--- config.mk ---
export PLATFORM = sky130hd
export DESIGN_NAME = led_pattern_counter_flat
export DESIGN_NICKNAME = d
export VERILOG_FILES = /design/src/rtl/led_pattern_counter_pkg.sv /design/src/rtl/led_pattern_counter_if.sv /design/src/rtl/led_pattern_counter_tick_gen.sv /design/src/rtl/led_pattern_counter.sv /design/src/flat_wrapper.sv
export SDC_FILE = /design/constraint.sdc
export NUM_CORES = 1
export LEC_CHECK = 0
export CAP_MARGIN = 20
export CORE_AREA = 2 2 118 120
export DETAILED_ROUTE_END_ITERATION = 6
export DIE_AREA = 0 0 120 122
export GPL_ROUTABILITY_DRIVEN = 0
export SKIP_LAST_GASP = 1
export SLEW_MARGIN = 20
export SYNTH_ARGS = -nofsm -noshare
export SYNTH_HDL_FRONTEND = slang
export SYNTH_SLANG_ARGS = --single-unit
--- constraint.sdc ---
create_clock -name clk -period 7.3 [get_ports clk]
set_input_delay 1.825 -clock clk [delete_from_list [all_inputs] [get_ports clk]]
set_output_delay 1.825 -clock clk [all_outputs]
set_load 0.05 [all_outputs]
--- src/rtl/led_pattern_counter_pkg.sv ---
// Shared constants and helpers for the LED pattern counter: display mode codes,
// bounce direction and a constant-width helper.
package led_counter_pkg;

  localparam logic [1:0] MODE_UP     = 2'd0;
  localparam logic [1:0] MODE_DOWN   = 2'd1;
  localparam logic [1:0] MODE_GRAY   = 2'd2;
  localparam logic [1:0] MODE_BOUNCE = 2'd3;

  typedef enum logic {
    DIR_UP   = 1'b0,
    DIR_DOWN = 1'b1
  } dir_e;

  // Bits needed to hold the values 0..value-1; only evaluated at elaboration.
  function automatic int clog2(input int unsigned value);
    int result;
    result = 0;
    for (int i = 0; i < 32; i++) begin
      if (((value - 1) >> i) != 0) result = i + 1;
    end
    return result;
  endfunction

endpackage

--- src/rtl/led_pattern_counter_if.sv ---
// Control and display bundle between the board-side logic (master) and the
// LED pattern counter (slave).
interface led_pattern_counter_if #(parameter int WIDTH = 8);

  logic             run;
  logic [1:0]       mode;
  logic [1:0]       speed;
  logic             load;
  logic [WIDTH-1:0] load_val;
  logic [WIDTH-1:0] leds;
  logic             tick;
  logic             wrap;

  modport master (output run, mode, speed, load, load_val,
                  input  leds, tick, wrap);

  modport slave  (input  run, mode, speed, load, load_val,
                  output leds, tick, wrap);

endinterface

--- src/rtl/led_pattern_counter_tick_gen.sv ---
// Step-rate generator: a DIV-cycle prescaler feeding a 3-bit sub-counter that
// emits one step every 2^speed base ticks. Both freeze while run is low.
module led_tick_gen
  import led_counter_pkg::*;
#(
  parameter int CLK_FREQ = 25_000_000,
  parameter int TICK_HZ  = 1
) (
  input  logic       clk,
  input  logic       rst_n,
  input  logic       run,
  input  logic [1:0] speed,
  input  logic       clr,
  output logic       step
);

  localparam int DIV = CLK_FREQ / TICK_HZ;
  localparam int PW  = (clog2(DIV) < 1) ? 1 : clog2(DIV);
  localparam logic [PW-1:0] PRESC_MAX = PW'(DIV - 1);

  logic [PW-1:0] presc_q, presc_d;
  logic [2:0]    sub_q, sub_d;
  logic [2:0]    sub_limit;
  logic          base_tick;

  // Using >= means a speed lowered below the current sub count steps at the
  // very next base tick instead of waiting for the 3-bit counter to roll over.
  always_comb begin
    sub_limit = 3'((4'd1 << speed) - 4'd1);
    base_tick = run && (presc_q == PRESC_MAX);
    step      = base_tick && (sub_q >= sub_limit) && !clr;
    presc_d   = presc_q;
    sub_d     = sub_q;
    if (clr) begin
      presc_d = '0;
      sub_d   = '0;
    end else if (base_tick) begin
      presc_d = '0;
      sub_d   = (sub_q >= sub_limit) ? 3'd0 : sub_q + 3'd1;
    end else if (run) begin
      presc_d = presc_q + PW'(1);
    end
  end

  always_ff @(posedge clk or negedge rst_n) begin
    if (!rst_n) begin
      presc_q <= '0;
      sub_q   <= '0;
    end else begin
      presc_q <= presc_d;
      sub_q   <= sub_d;
    end
  end

endmodule

--- src/rtl/led_pattern_counter.sv ---
// LED counter/pattern generator: binary up/down, Gray and one-hot bounce
// displays stepped at a programmable rate, with run/pause and parallel load.
module led_pattern_counter
  import led_counter_pkg::*;
#(
  parameter int CLK_FREQ = 25_000_000,
  parameter int TICK_HZ  = 1,
  parameter int WIDTH    = 8
) (
  input  logic                 clk,
  input  logic                 rst_n,
  led_pattern_counter_if.slave bus
);

  localparam int PW = (clog2(WIDTH) < 1) ? 1 : clog2(WIDTH);
  localparam logic [PW-1:0] POS_MAX = PW'(WIDTH - 1);

  logic             step;
  logic [WIDTH-1:0] cnt_q, cnt_d;
  logic [WIDTH-1:0] leds_q, leds_d;
  logic [PW-1:0]    pos_q, pos_d;
  dir_e             dir_q, dir_d;
  logic             tick_q, tick_d;
  logic             wrap_q, wrap_d;

  led_tick_gen #(
    .CLK_FREQ (CLK_FREQ),
    .TICK_HZ  (TICK_HZ)
  ) u_tick_gen (
    .clk   (clk),
    .rst_n (rst_n),
    .run   (bus.run),
    .speed (bus.speed),
    .clr   (bus.load),
    .step  (step)
  );

  // cnt and pos are kept independently so switching modes never loses either.
  always_comb begin
    cnt_d  = cnt_q;
    pos_d  = pos_q;
    dir_d  = dir_q;
    tick_d = 1'b0;
    wrap_d = 1'b0;
    if (bus.load) begin
      cnt_d = bus.load_val;
      pos_d = '0;
      dir_d = DIR_UP;
    end else if (step) begin
      tick_d = 1'b1;
      case (bus.mode)
        MODE_DOWN: begin
          wrap_d = (cnt_q == '0);
          cnt_d  = cnt_q - WIDTH'(1);
        end
        MODE_BOUNCE: begin
          if (dir_q == DIR_UP) begin
            if (pos_q == POS_MAX) begin
              dir_d  = DIR_DOWN;
              pos_d  = POS_MAX - PW'(1);
              wrap_d = 1'b1;
            end else begin
              pos_d = pos_q + PW'(1);
            end
          end else begin
            if (pos_q == '0) begin
              dir_d  = DIR_UP;
              pos_d  = PW'(1);
              wrap_d = 1'b1;
            end else begin
              pos_d = pos_q - PW'(1);
            end
          end
        end
        default: begin
          wrap_d = &cnt_q;
          cnt_d  = cnt_q + WIDTH'(1);
        end
      endcase
    end
  end

  // Display is built from the next state so leds change on the same edge as tick/wrap.
  always_comb begin
    case (bus.mode)
      MODE_GRAY:   leds_d = cnt_d ^ (cnt_d >> 1);
      MODE_BOUNCE: leds_d = WIDTH'(1) << pos_d;
      default:     leds_d = cnt_d;
    endcase
  end

  always_ff @(posedge clk or negedge rst_n) begin
    if (!rst_n) begin
      cnt_q  <= '0;
      pos_q  <= '0;
      dir_q  <= DIR_UP;
      leds_q <= '0;
      tick_q <= 1'b0;
      wrap_q <= 1'b0;
    end else begin
      cnt_q  <= cnt_d;
      pos_q  <= pos_d;
      dir_q  <= dir_d;
      leds_q <= leds_d;
      tick_q <= tick_d;
      wrap_q <= wrap_d;
    end
  end

  assign bus.leds = leds_q;
  assign bus.tick = tick_q;
  assign bus.wrap = wrap_q;

endmodule

--- src/flat_wrapper.sv ---
// flat-port wrapper written by rule: the top's interface ports become plain ports
module led_pattern_counter_flat import led_counter_pkg::*;
#(
  parameter int CLK_FREQ = 25_000_000,
  parameter int TICK_HZ  = 1,
  parameter int WIDTH    = 8
)
  (clk, rst_n, bus_run, bus_mode, bus_speed, bus_load, bus_load_val, bus_leds, bus_tick, bus_wrap);
  led_pattern_counter_if #(.WIDTH(WIDTH)) bus_i ();
  input  logic clk;
  input  logic rst_n;
  input wire logic [$bits(bus_i.run)-1:0] bus_run;
  input wire logic [$bits(bus_i.mode)-1:0] bus_mode;
  input wire logic [$bits(bus_i.speed)-1:0] bus_speed;
  input wire logic [$bits(bus_i.load)-1:0] bus_load;
  input wire logic [$bits(bus_i.load_val)-1:0] bus_load_val;
  output wire logic [$bits(bus_i.leds)-1:0] bus_leds;
  output wire logic [$bits(bus_i.tick)-1:0] bus_tick;
  output wire logic [$bits(bus_i.wrap)-1:0] bus_wrap;
  assign bus_i.run = bus_run;
  assign bus_i.mode = bus_mode;
  assign bus_i.speed = bus_speed;
  assign bus_i.load = bus_load;
  assign bus_i.load_val = bus_load_val;
  assign bus_leds = bus_i.leds;
  assign bus_tick = bus_i.tick;
  assign bus_wrap = bus_i.wrap;
  led_pattern_counter #(.CLK_FREQ(CLK_FREQ), .TICK_HZ(TICK_HZ), .WIDTH(WIDTH)) u_core (.clk(clk), .rst_n(rst_n), .bus(bus_i));
endmodule
==> impl_results.md, run 1 <==
- WL final: 7.80 mm
- Post-Synthesis Cells: 368
- Crit path max fanout: 15
- Drc violations: 0
- Resized cells post-CTS: 0
- RSZ-0062 raised after global routing: false
- Num CTS Buffers: 5
- Initial antenna violation count: 0
- Fmax achieved: 214 MHz
- DP Area: 3710 µm²
- Cell Pwr Density: 166 nW/µm²
- Mapped Avg Cell Area: 8.94 µm²
- Flop and latch count out of synthesis: 50
- DR vias/cell: 4.92
- Final TNS setup: 0 ns
- Syn_nets: 394
- Clk slew on worst S/H paths: 0.07 ns
- 1st-iter DRT viols: 352
- Endpoints failing setup: 0
- Fill cells: 1,419
- Later-pin clock latency in the skew report: 0.29 ns
- Max-cap violations: 0
- Hold slack: 0.548 ns
- Prevailing post-synth register cell: dfrtp_1
- Post-route clock period utilization: 64.1%
- Most common cell in the netlist: dfrtp_1
- Warnings from Yosys: 0
- Power, Total: 636 µW
- Core area: 13,500 µm²
- Critical path type: in2reg
- CP Data Required Time: 7.53 ns
- Area growth from synthesis to layout: 16.8%
- Synth Area in Simple Gates: 29.4%
- Post-synth EDFFs: 0
- Asr flop ratio synth: 100%
- Slew Viols, Final: 0
- Main combinational cell family by area after synthesis: simple AND/OR/NAND/NOR gates
- First-pass GRT wire length: 13.4 mm
- Ratio of cells with drive above 1 in the final layout: 6.23%
- HPWL after DPL: 5.55 mm
- Share of the synthesized area in the top cell type: 38.0%
- Via Count: 2,778
- VDD IR max: 0.0000730 V
- Hold Fails Final Rpt: 0
- Post-CTS setup buffer count: 0
- Slew headroom: 41.5%
- Multiplexer area fraction after synthesis: 2.17%
- Slew @ Worst Pin: 0.874 ns
- GRT overflow: 0
- Fin util: 28.4%
- CTS Buffer Depth: 2
- Synth cell count leaders: dfrtp_1 (50), nor2_1 (42), nand2_1 (33), nor3_1 (17), xor2_1 (15)
- Wire length per cell: 13.8 µm
- Worst hold path type: reg2reg
- P_leak: 1.52 nW
- GR Util All Layers: 11.3%
- Post-Synth Adder-Cell Area: 3.80%
- Startpoint type of the worst setup path: primary input
- Root Buffer Master: clkbuf_16
- # rows: 43
- Sequential area share after synthesis: 38.0%
- Netlist cell types: 67
- # diodes: 0
- Initial Utilization: 24.4%
- XOR/XNOR Fraction of Synth Area: 6.92%
- Final nets: 411
- First drt pass iteration count: 4
- Post-route ant nets: 0
- Crit end category: register
- Status: finished clean
- Largest area contributor in the netlist: dfrtp_1
- Largest net degree at the start of global routing: 51
- Clk sinks: 50
- Chip width: 120 µm
- Die height: 122 µm
- Compound-cell area share of the yosys netlist: 15.8%
- CTS H-tree lvls: 2
- Ranking of synthesized cells by area: dfrtp_1 (38%), nor2_1 (4.8%), xor2_1 (4.0%)
- Vias in the first global route: 2,771
- Arrival time at the worst endpoint: 4.91 ns
- Port Buffers: 25
- Final min period: 4.68 ns
- I/O Pins: 26
- Die area: 14,600 µm²
- Hold-fix buffers at CTS: 0
- Finished Cell Area: 3840 µm²
- CTS tree: done
- Synthesized area: 3290 µm²
- Layout Skew: 0.00867 ns
## critical path, cell delays in order
cell and delay (ns):
clkdlybuf4s50_1 0.74, nand2b_1 0.33, xnor2_1 0.23, ha_1 0.31, nand4_1 0.19, a2111oi_4 0.40, xnor2_1 0.12, o21ai_2 0.30
or3b_1 0.38, nand4_1 0.07
## per-stage QoR
stage	std cells	setup WS, ns
floorplan	368	3.30
global placement	558	2.48
detailed placement	558	2.38
CTS	565	2.66
global route	565	2.41
finish	565	2.62
## worst paths after layout
path | start | end | slack, ns | depth (start not counted)
max | bus_mode[0] | u_core.bus.leds[3] | 2.62 | 10
min | u_core.u_tick_gen.presc_q[22] | u_core.u_tick_gen.presc_q[22] | 0.55 | 2
max reg2reg | u_core.u_tick_gen.presc_q[15] | u_core.bus.leds[5] | 4.43 | 7
min reg2reg | u_core.u_tick_gen.presc_q[22] | u_core.u_tick_gen.presc_q[22] | 0.55 | 2
max in group asynchronous | rst_n | u_core.u_tick_gen.presc_q[13] | 5.21 | 2
min in group asynchronous | rst_n | u_core.pos_q[0] | 1.64 | 2
## metal layers
metal / global-route usage, % / vias up / part of all wire [%]
met2: 18.9 / 46 / 48
met1: 14.3 / 1350 / 47
met4: 4.49 / 0 / 2.2
met3: 2.25 / 13 / 3.2
met5: 0 / - / 0
li1: - / 1369 / -
## sequential cells by signal (all words and copies together), names as in the netlist
signal,cells
u_core.u_tick_gen.sub_q,3
u_core.bus.wrap,1
u_core.u_tick_gen.presc_q,25
u_core.bus.tick,1
u_core.dir_q,1
u_core.cnt_q,8
u_core.bus.leds,8
u_core.pos_q,3
## cells by family after synthesis
group / count (synthesis)
AND/OR/NAND/NOR: 177
AO/OA/AOI/OAI: 65
flip-flops: 50
buffers and inverters: 33
XOR/XNOR: 26
adder cells (fa/ha/maj): 10
multiplexers: 7
## area by class of cell
type,count,area (µm²),area share (%)
Multi-Input combinational cell,285,1910,49.7
Sequential cell,50,1250,32.6
Clock buffer,5,125,3.26
Inverter,16,60.1,1.56
Tap cell,180,225,5.86
Timing Repair Buffer,27,260,6.78
Clock inverter,2,10.0,0.261
## cell usage in the layout (no fill, tap or decap), types with 5 or more instances in the layout
cell type | Yosys | final
dfrtp_1 | 50 | 50
nor2_1 | 42 | 42
nand2_1 | 33 | 33
clkdlybuf4s50_1 | 0 | 24
nor3_1 | 17 | 17
xor2_1 | 15 | 15
inv_1 | 13 | 13
nand3_1 | 13 | 13
nand4_1 | 11 | 11
a21oi_1 | 11 | 11
xnor2_1 | 11 | 11
ha_1 | 10 | 10
nand2b_1 | 7 | 7
o21ai_0 | 7 | 7
or3_1 | 7 | 7
or4_1 | 6 | 6
mux2i_1 | 6 | 6
o211ai_1 | 5 | 5
and4_1 | 5 | 5
clkbuf_16 | 0 | 5
## power by group
group          switching (mW)  internal, mW  leakage (nW)
registers              0.0109         0.288         0.662
logic                  0.0690        0.0412         0.785
clock network           0.103         0.124        0.0694
Note: power is estimated with default switching activity, not from simulation.
==> run 2: changes to the inputs <==
==> constraint.sdc (replaced) <==
create_clock -name clk -period 4.81 [get_ports clk]
set_input_delay 1.2025 -clock clk [delete_from_list [all_inputs] [get_ports clk]]
set_output_delay 1.2025 -clock clk [all_outputs]
set_load 0.05 [all_outputs]
==> run 2 against run 1 <==
Combinational power grew 54%. Sequential power is 52% higher. Critical path type unchanged. Clock skew fell by 0.0010 ns. Non-clock buffer count increased by 3. Cell area rose by 1.3%. Count of clock-buffer cells in the layout is 2 higher. Die area did not move. Register-to-register slack worse by 2.4 ns. Sequential share of layout area shrank 0.41 points. Highest routed layer unchanged. Global-route usage is 0.12 points lower. Worst setup slack lost 1.6 ns.
==> impl_results.md, run 2 (same netlist as run 1, synthesis figures left out) <==
- Fmax achieved: 263 MHz
- Worst path slowest cell: a31oi_1
- Max-cap violations: 0 (unchanged)
- Fin util: 28.8% (+0.36 points)
- DR vias/cell: 4.98 (+1.3%)
- Slew headroom: 41.3% (-0.15 points)
- Final nets: 414 (+0.73%)
- Gate power share: 16.9% (-0.4 points)
- M1 GR Usage: 13.9% (-0.34 points)
- Post-route ant nets: 0 (unchanged)
- Chip width: 120 µm (unchanged)
- Later-pin clock latency in the skew report: 0.29 ns (about the same)
- Internal Power: 724 µW (+60%)
- Post-route clock period utilization: 79.2%
- Clock network power share: 37.9% (+2.2 points)
- Power, Total: 1.00 mW (+58%)
- Final min period: 3.81 ns
- CTS tree: done
- Initial antenna violation count: 0 (unchanged)
- Crit path max fanout: 7 (-8)
- CP Data Required Time: 5.04 ns (-2.49 ns)
- Die area: 14,600 µm² (unchanged)
- Hold-fix buffers at CTS: 0 (unchanged)
- Die height: 122 µm (unchanged)
- Area growth from synthesis to layout: 18.3%
- Wire length per cell: 14.0 µm (+1.4%)
- Post-CTS setup buffer count: 0 (unchanged)
- First-pass GRT wire length: 13.2 mm (-1.2%)
- Sw Pwr: 281 µW (+54%)
- Met2 usage: 19.2% (+0.32 points)
- Startpoint type of the worst setup path: primary input
- Largest Register: u_core.u_tick_gen.presc_q
- Switching Share: 28.0% (-0.75 points)
- # rows: 43 (unchanged)
- Resized cells post-CTS: 0 (unchanged)
- Root Buffer Master: clkbuf_16
- # diodes: 0 (unchanged)
- Placed insts: 561 (+0.54%)
- Slew @ Worst Pin: 0.876 ns (+0.00227 ns)
- RSZ-0062 raised after global routing: false
- Layout Skew: 0.00766 ns (-0.00101 ns)
- Status: finished clean
- Routing usage on met3: 2.39% (+0.14 points)
- GR Util All Layers: 11.2% (-0.12 points)
- Vias in the first global route: 2,706 (-2.3%)
- Arrival time at the worst endpoint: 4.04 ns (-0.87 ns)
- CTS Buffer Depth: 2 (unchanged)
- Commonest non-fill, non-tap cell in the layout: dfrtp_1
- Num CTS Buffers: 5 (unchanged)
- Initial Utilization: 24.4% (unchanged)
- Crit end category: register
- Port Buffers: 25 (unchanged)
- Clk slew on worst S/H paths: 0.07 ns (about the same)
- Hold Fails Final Rpt: 0 (unchanged)
- Clk sinks: 50 (unchanged)
- Core area: 13,500 µm² (unchanged)
- Worst hold path type: reg2reg
- GRT busiest layer: met2
- CTS H-tree lvls: 2 (unchanged)
- Reg power frac: 45.3% (-1.7 points)
- Max reg flops: 25 (unchanged)
- Endpoints failing setup: 0 (unchanged)
- Slew Viols, Final: 0 (unchanged)
- CP Cell Sequence: clkdlybuf4s50_1 -> or2_2 -> ha_1 -> nand2b_1 -> a31oi_1 -> a2111oi_4 -> xnor2_1 -> o21ai_2 -> or3b_1 -> nand4_1
- 1st-iter DRT viols: 231 (-34%)
- Fin cells: 569 (+0.71%)
- First drt pass iteration count: 4 (unchanged)
- Drc violations: 0 (unchanged)
- Critical path type: in2reg
- Final TNS setup: 0 ns (unchanged)
- Via Count: 2,834 (+2.0%)
- Critical Path Max Stage Delay: 0.68 ns (-0.06 ns)
- P_leak: 1.54 nW (+1.7%)
- VDD IR max: 0.000104 V (+42%)
- Ratio of cells with drive above 1 in the final layout: 7.20% (+0.96 points)
- I/O Pins: 26 (unchanged)
- HPWL after DPL: 5.82 mm (+4.9%)
- Fill cells: 1,416 (-0.21%)
- Cell Pwr Density: 258 nW/µm² (+56%)
- GRT overflow: 0 (unchanged)
- Largest net degree at the start of global routing: 51 (unchanged)
- Most frequent cells in the layout: dfrtp_1 (50), nor2_1 (42), nand2_1 (33), clkdlybuf4s50_1 (24), nor3_1 (17)
- WL final: 7.96 mm (+2.1%)
==> run 2: stage by stage <==
| step | setup slack [ns] | cell area [µm²] | hold slack, ns |
|---|---|---|---|
| 6_report | 1.00 | 3890 | 0.548 |
| 2_1_floorplan | 1.43 | 3290 | 0.503 |
| 3_5_place_dp | 0.667 | 3730 | 0.538 |
| 4_1_cts | 0.975 | 3890 | 0.551 |
| 5_1_grt | 0.786 | 3890 | 0.571 |
| 3_3_place_gp | 0.730 | 3730 | 0.534 |
==> run 2: power by group through the flow <==
| stage | clock network, mW | registers (mW) | logic (mW) |
|---|---|---|---|
| 2_1_floorplan | 0 | 0.485 | 0.0817 |
| 3_5_place_dp | 0 | 0.462 | 0.169 |
| 4_1_cts | 0.390 | 0.454 | 0.170 |
| 5_1_grt | 0.411 | 0.457 | 0.183 |
| 6_report | 0.380 | 0.455 | 0.169 |
| 3_3_place_gp | 0 | 0.462 | 0.167 |
==> run 2: critical path, delay by kind of cell <==
family | cells | cell delay (ns)
AO/OA/AOI/OAI | 3 | 1.02
XOR/XNOR | 1 | 0.17
adder cells (fa/ha/maj) | 1 | 0.26
buffers and inverters | 1 | 0.43
AND/OR/NAND/NOR | 4 | 0.92
==> run 2: final timing paths <==
path                                               start                             to  slack [ns]  cells after the start
max                                         bus_speed[1]             u_core.bus.leds[3]        1.00                     10
min                        u_core.u_tick_gen.presc_q[20]  u_core.u_tick_gen.presc_q[20]        0.55                      1
max reg2reg                 u_core.u_tick_gen.presc_q[9]             u_core.bus.leds[4]        1.98                      7
min reg2reg                u_core.u_tick_gen.presc_q[20]  u_core.u_tick_gen.presc_q[20]        0.55                      1
max in group asynchronous                          rst_n     u_core.u_tick_gen.sub_q[0]        3.35                      2
min in group asynchronous                          rst_n                u_core.pos_q[0]        1.00                      2
==> run 2: final cells by class <==
class | count | area (µm²) | area share, %
multi-input cells | 285 | 1910 | 49.1
flip-flops and latches | 50 | 1250 | 32.2
repair buffers | 30 | 283 | 7.27
well taps | 180 | 225 | 5.79
clock buffers | 7 | 153 | 3.92
inverters | 16 | 60.1 | 1.54
clock inverters | 1 | 8.76 | 0.225
==> run 2: routing by layer <==
layer | routed length (µm) | vias up
li1 | - | 1384
met1 | 3540 | 1386
met2 | 3980 | 52
met3 | 285 | 12
met4 | 148 | 0
met5 | 0 | -
